### config.mk
export PLATFORM = sky130hd
export DESIGN_NAME = rv_axi4_lite_arbiter
export DESIGN_NICKNAME = d
export VERILOG_FILES = /design/src/rtl/rv_axi4_lite_pkg.sv /design/src/rtl/rv_axi4_lite_rr_picker.sv /design/src/rtl/rv_axi4_lite_arbiter.sv
export SDC_FILE = /design/constraint.sdc
export NUM_CORES = 1
export LEC_CHECK = 0
export CORE_AREA = 2 2 177 179
export CTS_CLUSTER_SIZE = 12
export DETAILED_ROUTE_END_ITERATION = 16
export DIE_AREA = 0 0 179 181
export PLACE_DENSITY_LB_ADDON = 0.05
export SLEW_MARGIN = 10
export SYNTH_ARGS = -nofsm -noshare
export SYNTH_HDL_FRONTEND = slang
export SYNTH_SLANG_ARGS = --single-unit
### constraint.sdc
create_clock -name clk -period 1.9 [get_ports clk]
set_input_delay 0.285 -clock clk [delete_from_list [all_inputs] [get_ports clk]]
set_output_delay 0.285 -clock clk [all_outputs]
set_load 0.005 [all_outputs]
### src/rtl/rv_axi4_lite_pkg.sv
// Shared AXI4-Lite types for the arbiter slice: channel payload structs,
// response codes and the per-path arbiter state encodings.
package rv_axi4_lite_pkg;

    localparam int RV_AXI4_LITE_ADDR_WIDTH = 32;
    localparam int RV_AXI4_LITE_DATA_WIDTH = 32;
    localparam int RV_AXI4_LITE_STRB_WIDTH = RV_AXI4_LITE_DATA_WIDTH / 8;

    typedef logic [2:0] rv_axi4_lite_prot;
    typedef logic [1:0] rv_axi4_lite_resp;

    localparam rv_axi4_lite_resp RESP_OKAY   = 2'b00;
    localparam rv_axi4_lite_resp RESP_EXOKAY = 2'b01;
    localparam rv_axi4_lite_resp RESP_SLVERR = 2'b10;
    localparam rv_axi4_lite_resp RESP_DECERR = 2'b11;

    typedef enum logic [1:0] {
        WR_IDLE,
        WR_ADDR,
        WR_RESP
    } rv_axi4_lite_arb_wr_state;

    typedef enum logic [1:0] {
        RD_IDLE,
        RD_ADDR,
        RD_DATA
    } rv_axi4_lite_arb_rd_state;

    typedef struct packed {
        logic [RV_AXI4_LITE_ADDR_WIDTH-1:0] addr;
        rv_axi4_lite_prot                   prot;
    } rv_axi4_lite_aw;

    typedef rv_axi4_lite_aw rv_axi4_lite_ar;

    typedef struct packed {
        logic [RV_AXI4_LITE_DATA_WIDTH-1:0] data;
        logic [RV_AXI4_LITE_STRB_WIDTH-1:0] strb;
    } rv_axi4_lite_w;

    typedef struct packed {
        logic [RV_AXI4_LITE_DATA_WIDTH-1:0] data;
        rv_axi4_lite_resp                   resp;
    } rv_axi4_lite_r;

endpackage

### src/rtl/rv_axi4_lite_rr_picker.sv
// Combinational round-robin picker: first asserted request searching upward
// from last+1, wrapping at NUM_MASTERS.
module rv_axi4_lite_rr_picker #(
    parameter int NUM_MASTERS = 2
) (
    input  logic [NUM_MASTERS-1:0]         req,
    input  logic [$clog2(NUM_MASTERS)-1:0] last,
    output logic                           valid,
    output logic [$clog2(NUM_MASTERS)-1:0] grant
);

    localparam int IDX_WIDTH = $clog2(NUM_MASTERS);

    logic [IDX_WIDTH-1:0] idx;

    // Scanning from the farthest offset down lets the nearest requester win last.
    always_comb begin
        // NOTE: every always_comb output gets a default first so no latch is inferred.
        valid = 1'b0;
        grant = '0;
        idx   = '0;
        for (int off = NUM_MASTERS; off >= 1; off--) begin
            idx = IDX_WIDTH'((int'(last) + off) % NUM_MASTERS);
            if (req[idx]) begin
                valid = 1'b1;
                grant = idx;
            end
        end
    end

endmodule

### src/rtl/rv_axi4_lite_arbiter.sv
// AXI4-Lite N:1 arbiter with independent round-robin write (AW/W/B) and read (AR/R)
// paths, one outstanding transaction per path, responses routed to the granted master.
module rv_axi4_lite_arbiter
    import rv_axi4_lite_pkg::*;
#(
    parameter int NUM_MASTERS = 2,
    parameter int ADDR_WIDTH  = 32,
    parameter int DATA_WIDTH  = 32
) (
    input  logic                                          clk,
    input  logic                                          rst,

    input  logic [NUM_MASTERS-1:0]                        s_awvalid,
    output logic [NUM_MASTERS-1:0]                        s_awready,
    input  logic [NUM_MASTERS-1:0][ADDR_WIDTH-1:0]        s_awaddr,
    input  rv_axi4_lite_prot [NUM_MASTERS-1:0]            s_awprot,
    input  logic [NUM_MASTERS-1:0]                        s_wvalid,
    output logic [NUM_MASTERS-1:0]                        s_wready,
    input  logic [NUM_MASTERS-1:0][DATA_WIDTH-1:0]        s_wdata,
    input  logic [NUM_MASTERS-1:0][DATA_WIDTH/8-1:0]      s_wstrb,
    output logic [NUM_MASTERS-1:0]                        s_bvalid,
    input  logic [NUM_MASTERS-1:0]                        s_bready,
    output rv_axi4_lite_resp [NUM_MASTERS-1:0]            s_bresp,
    input  logic [NUM_MASTERS-1:0]                        s_arvalid,
    output logic [NUM_MASTERS-1:0]                        s_arready,
    input  logic [NUM_MASTERS-1:0][ADDR_WIDTH-1:0]        s_araddr,
    input  rv_axi4_lite_prot [NUM_MASTERS-1:0]            s_arprot,
    output logic [NUM_MASTERS-1:0]                        s_rvalid,
    input  logic [NUM_MASTERS-1:0]                        s_rready,
    output logic [NUM_MASTERS-1:0][DATA_WIDTH-1:0]        s_rdata,
    output rv_axi4_lite_resp [NUM_MASTERS-1:0]            s_rresp,

    output logic                                          m_awvalid,
    input  logic                                          m_awready,
    output logic [ADDR_WIDTH-1:0]                         m_awaddr,
    output rv_axi4_lite_prot                              m_awprot,
    output logic                                          m_wvalid,
    input  logic                                          m_wready,
    output logic [DATA_WIDTH-1:0]                         m_wdata,
    output logic [DATA_WIDTH/8-1:0]                       m_wstrb,
    input  logic                                          m_bvalid,
    output logic                                          m_bready,
    input  rv_axi4_lite_resp                              m_bresp,
    output logic                                          m_arvalid,
    input  logic                                          m_arready,
    output logic [ADDR_WIDTH-1:0]                         m_araddr,
    output rv_axi4_lite_prot                              m_arprot,
    input  logic                                          m_rvalid,
    output logic                                          m_rready,
    input  logic [DATA_WIDTH-1:0]                         m_rdata,
    input  rv_axi4_lite_resp                              m_rresp
);

    localparam int IDX_WIDTH = $clog2(NUM_MASTERS);

    if (NUM_MASTERS < 2 || ADDR_WIDTH != RV_AXI4_LITE_ADDR_WIDTH ||
        DATA_WIDTH != RV_AXI4_LITE_DATA_WIDTH) begin : g_param_check
        $error("rv_axi4_lite_arbiter: unsupported parameter set");
    end

    rv_axi4_lite_arb_wr_state wr_state;
    rv_axi4_lite_arb_rd_state rd_state;
    logic [IDX_WIDTH-1:0]     wr_grant, wr_last, wr_pick;
    logic [IDX_WIDTH-1:0]     rd_grant, rd_last, rd_pick;
    logic                     wr_pick_valid, rd_pick_valid;
    logic                     aw_done, w_done;
    logic                     aw_done_next, w_done_next;

    rv_axi4_lite_aw aw_sel;
    rv_axi4_lite_w  w_sel;
    rv_axi4_lite_ar ar_sel;
    rv_axi4_lite_r  r_in;

    rv_axi4_lite_rr_picker #(.NUM_MASTERS(NUM_MASTERS)) u_wr_picker (
        .req   (s_awvalid),
        .last  (wr_last),
        .valid (wr_pick_valid),
        .grant (wr_pick)
    );

    rv_axi4_lite_rr_picker #(.NUM_MASTERS(NUM_MASTERS)) u_rd_picker (
        .req   (s_arvalid),
        .last  (rd_last),
        .valid (rd_pick_valid),
        .grant (rd_pick)
    );

    assign aw_done_next = aw_done | (m_awvalid & m_awready);
    assign w_done_next  = w_done  | (m_wvalid  & m_wready);

    // NOTE: sequential state uses non-blocking assignments so every flop samples pre-edge values.
    always_ff @(posedge clk or posedge rst) begin
        if (rst) begin
            wr_state <= WR_IDLE;
            wr_grant <= '0;
            wr_last  <= IDX_WIDTH'(NUM_MASTERS - 1);
            aw_done  <= 1'b0;
            w_done   <= 1'b0;
        end else begin
            case (wr_state)
                WR_IDLE: if (wr_pick_valid) begin
                    wr_grant <= wr_pick;
                    wr_state <= WR_ADDR;
                end
                WR_ADDR: if (aw_done_next && w_done_next) begin
                    aw_done  <= 1'b0;
                    w_done   <= 1'b0;
                    wr_state <= WR_RESP;
                end else begin
                    aw_done <= aw_done_next;
                    w_done  <= w_done_next;
                end
                WR_RESP: if (m_bvalid && m_bready) begin
                    wr_last  <= wr_grant;
                    wr_state <= WR_IDLE;
                end
                default: wr_state <= WR_IDLE;
            endcase
        end
    end

    always_ff @(posedge clk or posedge rst) begin
        if (rst) begin
            rd_state <= RD_IDLE;
            rd_grant <= '0;
            rd_last  <= IDX_WIDTH'(NUM_MASTERS - 1);
        end else begin
            case (rd_state)
                RD_IDLE: if (rd_pick_valid) begin
                    rd_grant <= rd_pick;
                    rd_state <= RD_ADDR;
                end
                RD_ADDR: if (m_arvalid && m_arready) rd_state <= RD_DATA;
                RD_DATA: if (m_rvalid && m_rready) begin
                    rd_last  <= rd_grant;
                    rd_state <= RD_IDLE;
                end
                default: rd_state <= RD_IDLE;
            endcase
        end
    end

    // Write channel routing: payload follows the registered grant only.
    always_comb begin
        s_awready = '0;
        s_wready  = '0;
        s_bvalid  = '0;
        s_bresp   = '0;
        m_awvalid = 1'b0;
        m_awaddr  = '0;
        m_awprot  = '0;
        m_wvalid  = 1'b0;
        m_wdata   = '0;
        m_wstrb   = '0;
        m_bready  = 1'b0;
        aw_sel    = '{addr: s_awaddr[wr_grant], prot: s_awprot[wr_grant]};
        w_sel     = '{data: s_wdata[wr_grant], strb: s_wstrb[wr_grant]};
        case (wr_state)
            WR_ADDR: begin
                if (!aw_done) begin
                    m_awvalid           = s_awvalid[wr_grant];
                    m_awaddr            = aw_sel.addr;
                    m_awprot            = aw_sel.prot;
                    s_awready[wr_grant] = m_awready;
                end
                if (!w_done) begin
                    m_wvalid           = s_wvalid[wr_grant];
                    m_wdata            = w_sel.data;
                    m_wstrb            = w_sel.strb;
                    s_wready[wr_grant] = m_wready;
                end
            end
            WR_RESP: begin
                s_bvalid[wr_grant] = m_bvalid;
                s_bresp[wr_grant]  = m_bresp;
                m_bready           = s_bready[wr_grant];
            end
            default: ;
        endcase
    end

    always_comb begin
        s_arready = '0;
        s_rvalid  = '0;
        s_rdata   = '0;
        s_rresp   = '0;
        m_arvalid = 1'b0;
        m_araddr  = '0;
        m_arprot  = '0;
        m_rready  = 1'b0;
        ar_sel    = '{addr: s_araddr[rd_grant], prot: s_arprot[rd_grant]};
        r_in      = '{data: m_rdata, resp: m_rresp};
        case (rd_state)
            RD_ADDR: begin
                m_arvalid           = s_arvalid[rd_grant];
                m_araddr            = ar_sel.addr;
                m_arprot            = ar_sel.prot;
                s_arready[rd_grant] = m_arready;
            end
            RD_DATA: begin
                s_rvalid[rd_grant] = m_rvalid;
                s_rdata[rd_grant]  = r_in.data;
                s_rresp[rd_grant]  = r_in.resp;
                m_rready           = s_rready[rd_grant];
            end
            default: ;
        endcase
    end

endmodule
==> results of run 1 <==
[worst max-delay path by stage]
stage / startpoint / endpoint / slack (ns)
2_1_floorplan: wr_state[1] / m_wdata[11] / 0.36
3_3_place_gp: s_wvalid[0] / m_wvalid / -0.31
3_5_place_dp: s_wvalid[0] / m_wvalid / -0.30
4_1_cts: rd_state[0] / s_rdata[7] / -0.13
5_1_grt: wr_grant / m_wstrb[2] / -0.08
6_report: wr_grant / m_wstrb[2] / -0.02
[final cells by class]
cell class	instances	area share [%]
antenna	3	0.08835
timing repair buffer	534	60.11
inverter	5	0.2209
multi-input combinational	342	29.66
tap	396	5.831
sequential	10	3.048
clock buffer	4	1.046
[critical path, stage by stage (launching register included)]
cell and delay [ns]:
dfrtp_4 0.55, clkbuf_16 0.20, mux2i_2 0.21, buf_4 0.14, nor2_1 0.03, dlygate4sd2_1 0.28
[state kept, by name, indices dropped and copies added, names as in the netlist]
name / count
wr_state: 2
wr_last: 1
rd_last: 1
rd_state: 2
aw_done: 1
w_done: 1
rd_grant: 1
wr_grant: 1
[stage by stage]
step,cell area [um^2],setup WS [ns]
after floorplan,2735,0.3555
after global placement,8103,-0.3138
after detailed placement,8103,-0.2967
after CTS,8374,-0.1330
after global routing,8497,-0.07686
final,8497,-0.02468
[placed cells by master, fill, tap and decap left out, types with 4 or more instances in the layout]
cell | synthesis | layout
clkbuf_2 | 0 | 35
clkdlybuf4s50_1 | 0 | 264
and2_1 | 72 | 67
nor2_1 | 114 | 105
buf_6 | 3 | 17
nor2_2 | 0 | 6
dlygate4sd2_1 | 0 | 58
inv_1 | 5 | 5
clkdlybuf4s15_1 | 0 | 34
and2_4 | 0 | 5
mux2i_2 | 0 | 4
nand2_1 | 5 | 5
buf_2 | 17 | 58
nand2b_4 | 0 | 4
buf_8 | 0 | 4
clkbuf_16 | 0 | 11
buf_16 | 0 | 6
mux2i_4 | 0 | 7
buf_12 | 0 | 10
nor3_1 | 5 | 4
dfrtp_1 | 8 | 5
buf_4 | 1 | 37
mux2i_1 | 108 | 97
[power by group]
group	total [mW]	internal [mW]	switching [mW]
clock	0.429	0.318	0.111
sequential	0.452	0.338	0.115
combinational	8.41	4.81	3.60
total	9.29	5.46	3.83
[logic make-up (layout without fill, tap and decap cells)]
| group | after synthesis | after routing | synth area share (%) |
|---|---|---|---|
| AND/OR/NAND/NOR | 216 | 216 | 39.02 |
| buffers and inverters | 37 | 543 | 6.816 |
| other | 0 | 3 | 0 |
| flip-flops | 10 | 10 | 9.241 |
| multiplexers | 110 | 110 | 40.35 |
| AO/OA/AOI/OAI | 16 | 16 | 4.575 |
[metal layers]
metal / GRT usage (%) / up-vias / part of all wire [%]
met5: 0 / - / 0.057
met4: 1.789 / 2 / 0.93
met3: 5.703 / 13 / 13
met2: 26.32 / 277 / 56
met1: 10.88 / 2142 / 30
li1: - / 2320 / -
[timing repair]
action	CTS	global route
resized for setup	467	122
pin swaps	6	3
cloned	7	8
buffers inserted	17	6
endpoints found under the setup margin	193	96
==> impl_metrics.json, run 1 <==
{
  "status": "complete, but fails checks",
  "violations": "setup timing",
  "clockRootBuffer": "clkbuf_16",
  "syn_inst": 389,
  "maxCapViolCount": 0,
  "skew_ns": 0.002742,
  "start_kind": "register",
  "ir_drop_v": 0.0003304,
  "worst_pin_slew_ns": 0.4613,
  "reg2reg_depth": 5,
  "finalSetupViolCount": 1,
  "syn_nets": 654,
  "powerDensity_mw_per_mm2": 1093,
  "yosys.cell_types.count": 34,
  "fin_crit_ns": 1.925,
  "post-route-period-util_pct": 101.3,
  "cts_tree": "yes",
  "fin_cells": 1294,
  "reg2reg_from": "wr_grant",
  "dieHeight_um": 181,
  "ys_top_cells_by_count": "nor2_1 (114), mux2i_1 (108), and2_1 (72)",
  "die_w_um": 179,
  "drt_iter0_drc": 87,
  "grt_pass1_wl_um": 30680,
  "cts_made_buffers": 3,
  "first_pass_iters": 4,
  "r2r_slack_ns": 0.16,
  "drv_slew": 0,
  "total_power_mw": 9.290,
  "grt-ovfl-total": 0,
  "yosysMostFrequentCell": "nor2_1",
  "routed_via_density": 3.674,
  "synth_area_per_cell_um2": 7.031,
  "yosysTopAreaCell": "mux2i_1",
  "postLayoutSetupSlackWorst_ns": -0.02468,
  "regArea_um2": 259.0,
  "drive_gt1_share_pct": 25.25,
  "yosysSeqAreaShare_pct": 9.241,
  "die-area_mm2": 0.03240,
  "cts-hold-fix-buffers": 0,
  "finalHoldViolCount": 0,
  "fmax_ghz": 0.5196,
  "cts_sinks": 10,
  "ys_top_cells_by_area": "mux2i_1 (40%), and2_1 (16%), nor2_1 (16%)",
  "io_buffers": 457,
  "htree_levels": 1,
  "cp-end-kind": "output pin",
  "dominantRegCellSynth": "dfrtp_1",
  "crit_arrival_ns": 1.64,
  "grt_pass1_vias": 5038,
  "gp_congestion": 0.7574,
  "hold_class": "in -> async",
  "setup_tns_ns": -0.02468,
  "nNetsFinal": 1161,
  "r2r-end": "wr_state[0]",
  "clk_path_buf_depth": 2,
  "timing.hold.ws_ns": 0.3580,
  "io_pins": 458,
  "dp_cells": 1256,
  "grt_antenna_before_repair": 4,
  "grt_start_max_net_pins": 27,
  "synth-edff-count": 0,
  "rsz0062_at_grt": "yes",
  "core_mm2": 0.03035,
  "drcViolationCount": 0,
  "netlist_area_mm2": 0.002735,
  "ys_ff_latch": 10,
  "cp_max_fo": 6,
  "ys_warn_count": 0,
  "final_core_util_pct": 28.00,
  "area_delta_synth_final_pct": 210.7,
  "crit_type": "reg -> out",
  "drt-total-wl_um": 22970,
  "vias": 4754,
  "cts.clk_slew.worst_paths_ns": 0.05,
  "row_count": 64,
  "p_leak_nw": 4.089,
  "relSlewSlack_pct": 69.21,
  "ant_nets": 0,
  "clock_latency_ns": 0.24,
  "yosysTopAreaCellShare_pct": 39.52,
  "dp.final_hpwl_um": 18700,
  "globalRouteTotalUtil_pct": 12.66,
  "fillers": 3334,
  "multi_input_area_mm2": 0.002520,
  "start_util_pct": 9.012,
  "cp.required_ns": 1.62,
  "wl_per_cell_um": 17.75,
  "async_reset_ff_share_pct": 100.0
}
Power figures use the tool's default switching activity.
==> inputs of run 2 (changes only) <==
clock period = 1.95 ns   (was 1.9 ns; I/O delays follow)
==> run 2 against run 1 <==
  * The run still ends with setup timing left
  * Clock-buffer cell count stayed put
  * Final cell count grew 0.54%
  * Global-route usage increased by 0.069 points
  * Combinational power is 6.1% higher
  * Routed wire length fell by 0.57%
  * Worst setup slack better by 0.0011 ns
  * Flip-flop and latch count stayed put
  * Register-to-register slack got worse by 0.03 ns
  * Utilization is 0.96 points higher
  * Critical path type unchanged
  * Critical endpoint is now m_wdata[9]
==> impl_metrics.json, run 2 (same netlist as run 1, synthesis figures left out) <==
{
  "post-route-period-util_pct": 101.2,
  "postLayoutSetupSlackWorst_ns": -0.02359,
  "clk_path_buf_depth": 2,
  "grt_start_max_net_pins": 36,
  "core_mm2": 0.03035,
  "start_util_pct": 9.012,
  "crit_type": "reg -> out",
  "cts-hold-fix-buffers": 0,
  "p_leak_nw": 4.277,
  "finalHoldViolCount": 0,
  "drcViolationCount": 0,
  "powerDensity_mw_per_mm2": 1113,
  "cts_made_buffers": 3,
  "timing.hold.ws_ns": 0.3617,
  "drive_gt1_share_pct": 24.67,
  "cts.clk_slew.worst_paths_ns": 0.04,
  "cp_max_fo": 5,
  "grt-ovfl-total": 0,
  "status": "complete, but fails checks",
  "die-area_mm2": 0.03240,
  "globalRouteTotalUtil_pct": 12.73,
  "r2r_slack_ns": 0.13,
  "dp.final_hpwl_um": 18540,
  "violations": "setup timing",
  "fin_crit_ns": 1.974,
  "gp_congestion": 0.7497,
  "drt-total-wl_um": 22840,
  "layout_common_cells": "clkdlybuf4s50_1 (264), nor2_1 (94), mux2i_1 (91)",
  "io_pins": 458,
  "maxCapViolCount": 0,
  "rsz0062_at_grt": "yes",
  "worst_pin_slew_ns": 0.4362,
  "clockRootBuffer": "clkbuf_16",
  "skew_ns": 0.001701,
  "crit_arrival_ns": 1.68,
  "fmax_ghz": 0.5067,
  "cp-end-kind": "output pin",
  "drt_iter0_drc": 60,
  "routed_via_density": 3.698,
  "vias": 4811,
  "io_buffers": 457,
  "reg2reg_depth": 6,
  "clock_latency_ns": 0.24,
  "start_kind": "register",
  "cts_tree": "yes",
  "relSlewSlack_pct": 70.89,
  "cp.required_ns": 1.66,
  "dieHeight_um": 181,
  "row_count": 64,
  "grt_pass1_vias": 5155,
  "nNetsFinal": 1170,
  "setup_tns_ns": -0.1244,
  "fillers": 3291,
  "reg2reg_from": "wr_grant",
  "wl_per_cell_um": 17.55,
  "die_w_um": 179,
  "area_delta_synth_final_pct": 221.3,
  "layout_commonest_cell": "clkdlybuf4s50_1",
  "r2r-end": "wr_state[0]",
  "fin_cells": 1301,
  "drv_slew": 0,
  "cts_sinks": 10,
  "ant_nets": 0,
  "dp_cells": 1252,
  "grt_antenna_before_repair": 2,
  "hold_class": "in -> async",
  "finalSetupViolCount": 7,
  "grt_pass1_wl_um": 30650,
  "first_pass_iters": 3,
  "reg_top3": "rd_state x2, wr_state x2",
  "htree_levels": 1,
  "ir_drop_v": 0.0004210
}
## run 2: cell count changes in the layout (fill, tap and decap cells not counted), moves of 8 or more
cell             before  now
dlygate4sd2_1        58   85
buf_2                58   34
nor2_1              105   94
nor2_4                3   12
clkdlybuf4s15_1      34   26
## run 2: worst max-delay path by stage
| stage | start | endpoint | slack (ns) |
|---|---|---|---|
| 2_1_floorplan | wr_state[1] | m_wdata[11] | 0.40 |
| 3_3_place_gp | s_wvalid[0] | m_wvalid | -0.19 |
| 3_5_place_dp | wr_state[1] | m_wvalid | -0.23 |
| 4_1_cts | rd_state[0] | m_rready | -0.20 |
| 5_1_grt | wr_state[1] | m_wdata[10] | -0.07 |
| 6_report | wr_state[1] | m_wdata[9] | -0.02 |
## run 2: per-layer routing
metal / track usage, % / vias up / part of all wire [%]
met4: 1.236 / 2 / 0.39
met5: 0 / - / 0.079
met1: 10.30 / 2191 / 30
li1: - / 2338 / -
met2: 27.69 / 271 / 57
met3: 5.492 / 9 / 12
## run 2: cell type report
type / count / area (um^2) / share of cell area, %
flip-flops and latches: 10 / 259.0 / 2.947
repair buffers: 543 / 5310 / 60.43
multi-input cells: 342 / 2610 / 29.70
inverters: 5 / 21.27 / 0.2421
well taps: 396 / 495.5 / 5.639
diodes: 1 / 2.502 / 0.02848
clock buffers: 4 / 88.84 / 1.011
## run 2: what timing repair did
| item | CTS | global route |
|---|---|---|
| resized for setup | 353 | 169 |
| gates cloned | 8 | 6 |
| pin swaps | 3 | 22 |
| hold endpoints to repair | 0 | 0 |
| setup buffers | 22 | 13 |
| setup endpoints to repair | 193 | 94 |
## run 2: through the flow
stage                     area [um^2]  setup WS (ns)  util (%)  total power, mW
final                            8787       -0.02359     28.95            9.783
after global routing             8787       -0.07211     28.95            10.61
after CTS                        8523        -0.1951     28.08            9.406
after detailed placement         8073        -0.2302     26.60            8.133
after global placement           8073        -0.1904     26.60            8.173
after floorplan                  2735         0.3980         -            3.468
## run 2: power by group
part	internal [mW]	switching [mW]	leakage, nW
Clock	0.309	0.104	0.0442
Sequential	0.329	0.119	0.115
Combinational	5.21	3.71	4.12
## run 2: critical path, stage by stage, from the launching register on
cell and delay [ns]:
dfrtp_1 0.41, or3b_4 0.51, buf_8 0.18, clkbuf_16 0.16
nor2_2 0.07, buf_2 0.11
==> RTL change, RTL diff (settings of run 2) <==
Make the reset (`rst`) synchronous in 2 clocked blocks.
--- a/src/rtl/rv_axi4_lite_arbiter.sv
+++ b/src/rtl/rv_axi4_lite_arbiter.sv
@@ -91,3 +91,3 @@
     // NOTE: sequential state uses non-blocking assignments so every flop samples pre-edge values.
-    always_ff @(posedge clk or posedge rst) begin
+    always_ff @(posedge clk) begin
         if (rst) begin
@@ -121,3 +121,3 @@
 
-    always_ff @(posedge clk or posedge rst) begin
+    always_ff @(posedge clk) begin
         if (rst) begin
Check against the original RTL: differs if rst is asserted again (counterexample within 4 cycles, from zero or initial values and one cycle with rst high); with rst held inactive, the same outputs for 4 cycles.
==> RTL change against run 2 <==
- the flow still finishes with violations (setup timing)
- core utilization is 1.5 points lower
- synthesized cell count up 4.1%
- routed wire length down 1.9%
- area after synthesis is 0.55% lower
- worst setup slack got worse by 0.024 ns
- sequential cell count unchanged
- cell area shrank 5.0%
Power is left out: it rests on default switching activity, and per cell area and clock period it moved more than threefold.
==> RTL change: results <==
[route]
wl_met3_microns = 2495
drt-met1-wl_microns = 7363
drtIter0Drc = 66
vias_per_cell = 3.653
highest_layer = met4
met2_length_microns = 12420
detail_route.wl_per_cell_microns = 17.49

[cells_and_area]
multiInputGateArea_sq_mm = 0.002447
signal_buffers = 510
nMultiInputCombCells = 356
clk_share_pct = 1.065
drive_above_1_share_pct = 14.24
antenna-diode-count = 0
bufAreaShareNonClock_pct = 60.89
final_nets = 1151
sh_seq_area_pct = 2.549
nFillCells = 3308

[yosys]
synth_nets = 670
synth_common_cells = nor2_1 (127), mux2i_1 (110), and2_1 (70)
seq_area_frac_synth_pct = 7.360
muxShareOfSynthArea_pct = 41.58
synth_cell_types = 32
synth_area_leaders = mux2i_1 (40%), nor2_1 (18%), and2_1 (16%), dfxtp_1 (7.4%), buf_2 (2.4%)
async_flop_share_pct = 0
synth_compound_area_share_pct = 4.278
ys_warn_count = 0
ys.flop_type = dfxtp_1

[critical_path]
cp_max_fo = 38
critPathMaxStageDelay_ns = 0.45
rr_endpoint = wr_state[0]
rr_startpoint = wr_grant
r2r_slack_ns = 0.28
cp_slowest_cell = clkdlybuf4s50_1
cpLargestDelayFamily = buffers and inverters
cp.arrival_ns = 1.71

[place]
numPortBuffers = 457
dpl.hpwl_microns = 18640
dp_slack_ns = -0.1840
gp_congestion = 0.7796

[global_routing]
grt_pass1_wl_microns = 30770
met1_usage_pct = 11.91
antenna_found_initial = 0
grt_max_degree = 39
grtUsageTotal_pct = 12.72
grt_pass1_vias = 4849
grt_util_met3_pct = 4.146
met2_usage_pct = 26.58

[worst_hold_path]
worstHoldPathType = reg2reg

[timing]
setup_tns_ns = -0.07604
tightest_slew_ns = 0.4435
setup_slack_ns = -0.04780
hold_ws_ns = 0.5154
finClkSkew_ns = 0.003826
final-setup-viol-count = 3

[run_status]
status = complete, but fails checks
violations = setup timing

[clock_network]
cts_resized = 230
cts_setup_buffers = 15
clock_path_buffers = 2
[RTL change: cell types whose count changed after synthesis, sizes merged, moves of 3 or more]
cell | run 2 | this run
and4b | 3 | 0
dfrtp | 8 | 0
buf | 23 | 19
clkbuf | 9 | 15
a21oi | 1 | 4
nand2 | 5 | 8
nor2 | 114 | 127
nor3 | 5 | 9
nor2b | 4 | 1
dfxtp | 0 | 10
[RTL change: metrics by stage]
step	instance area [sq um]	cells
after floorplan	2720	405
after global placement	7930	1252
after detailed placement	7930	1252
after CTS	8219	1276
after global routing	8344	1281
final	8344	1281
[RTL change: how the worst max path moves through the flow]
stage                  from           end  slack [ns]  depth (start not counted)
2_1_floorplan      wr_grant  m_awaddr[17]        0.48                          4
3_3_place_gp   s_awvalid[0]     m_awvalid       -0.19                          4
3_5_place_dp   s_awvalid[0]     m_awvalid       -0.18                          4
4_1_cts            rd_grant   s_rdata[46]       -0.14                          5
5_1_grt            rd_grant     m_arvalid       -0.11                          4
6_report           rd_grant   m_araddr[2]       -0.05                          4
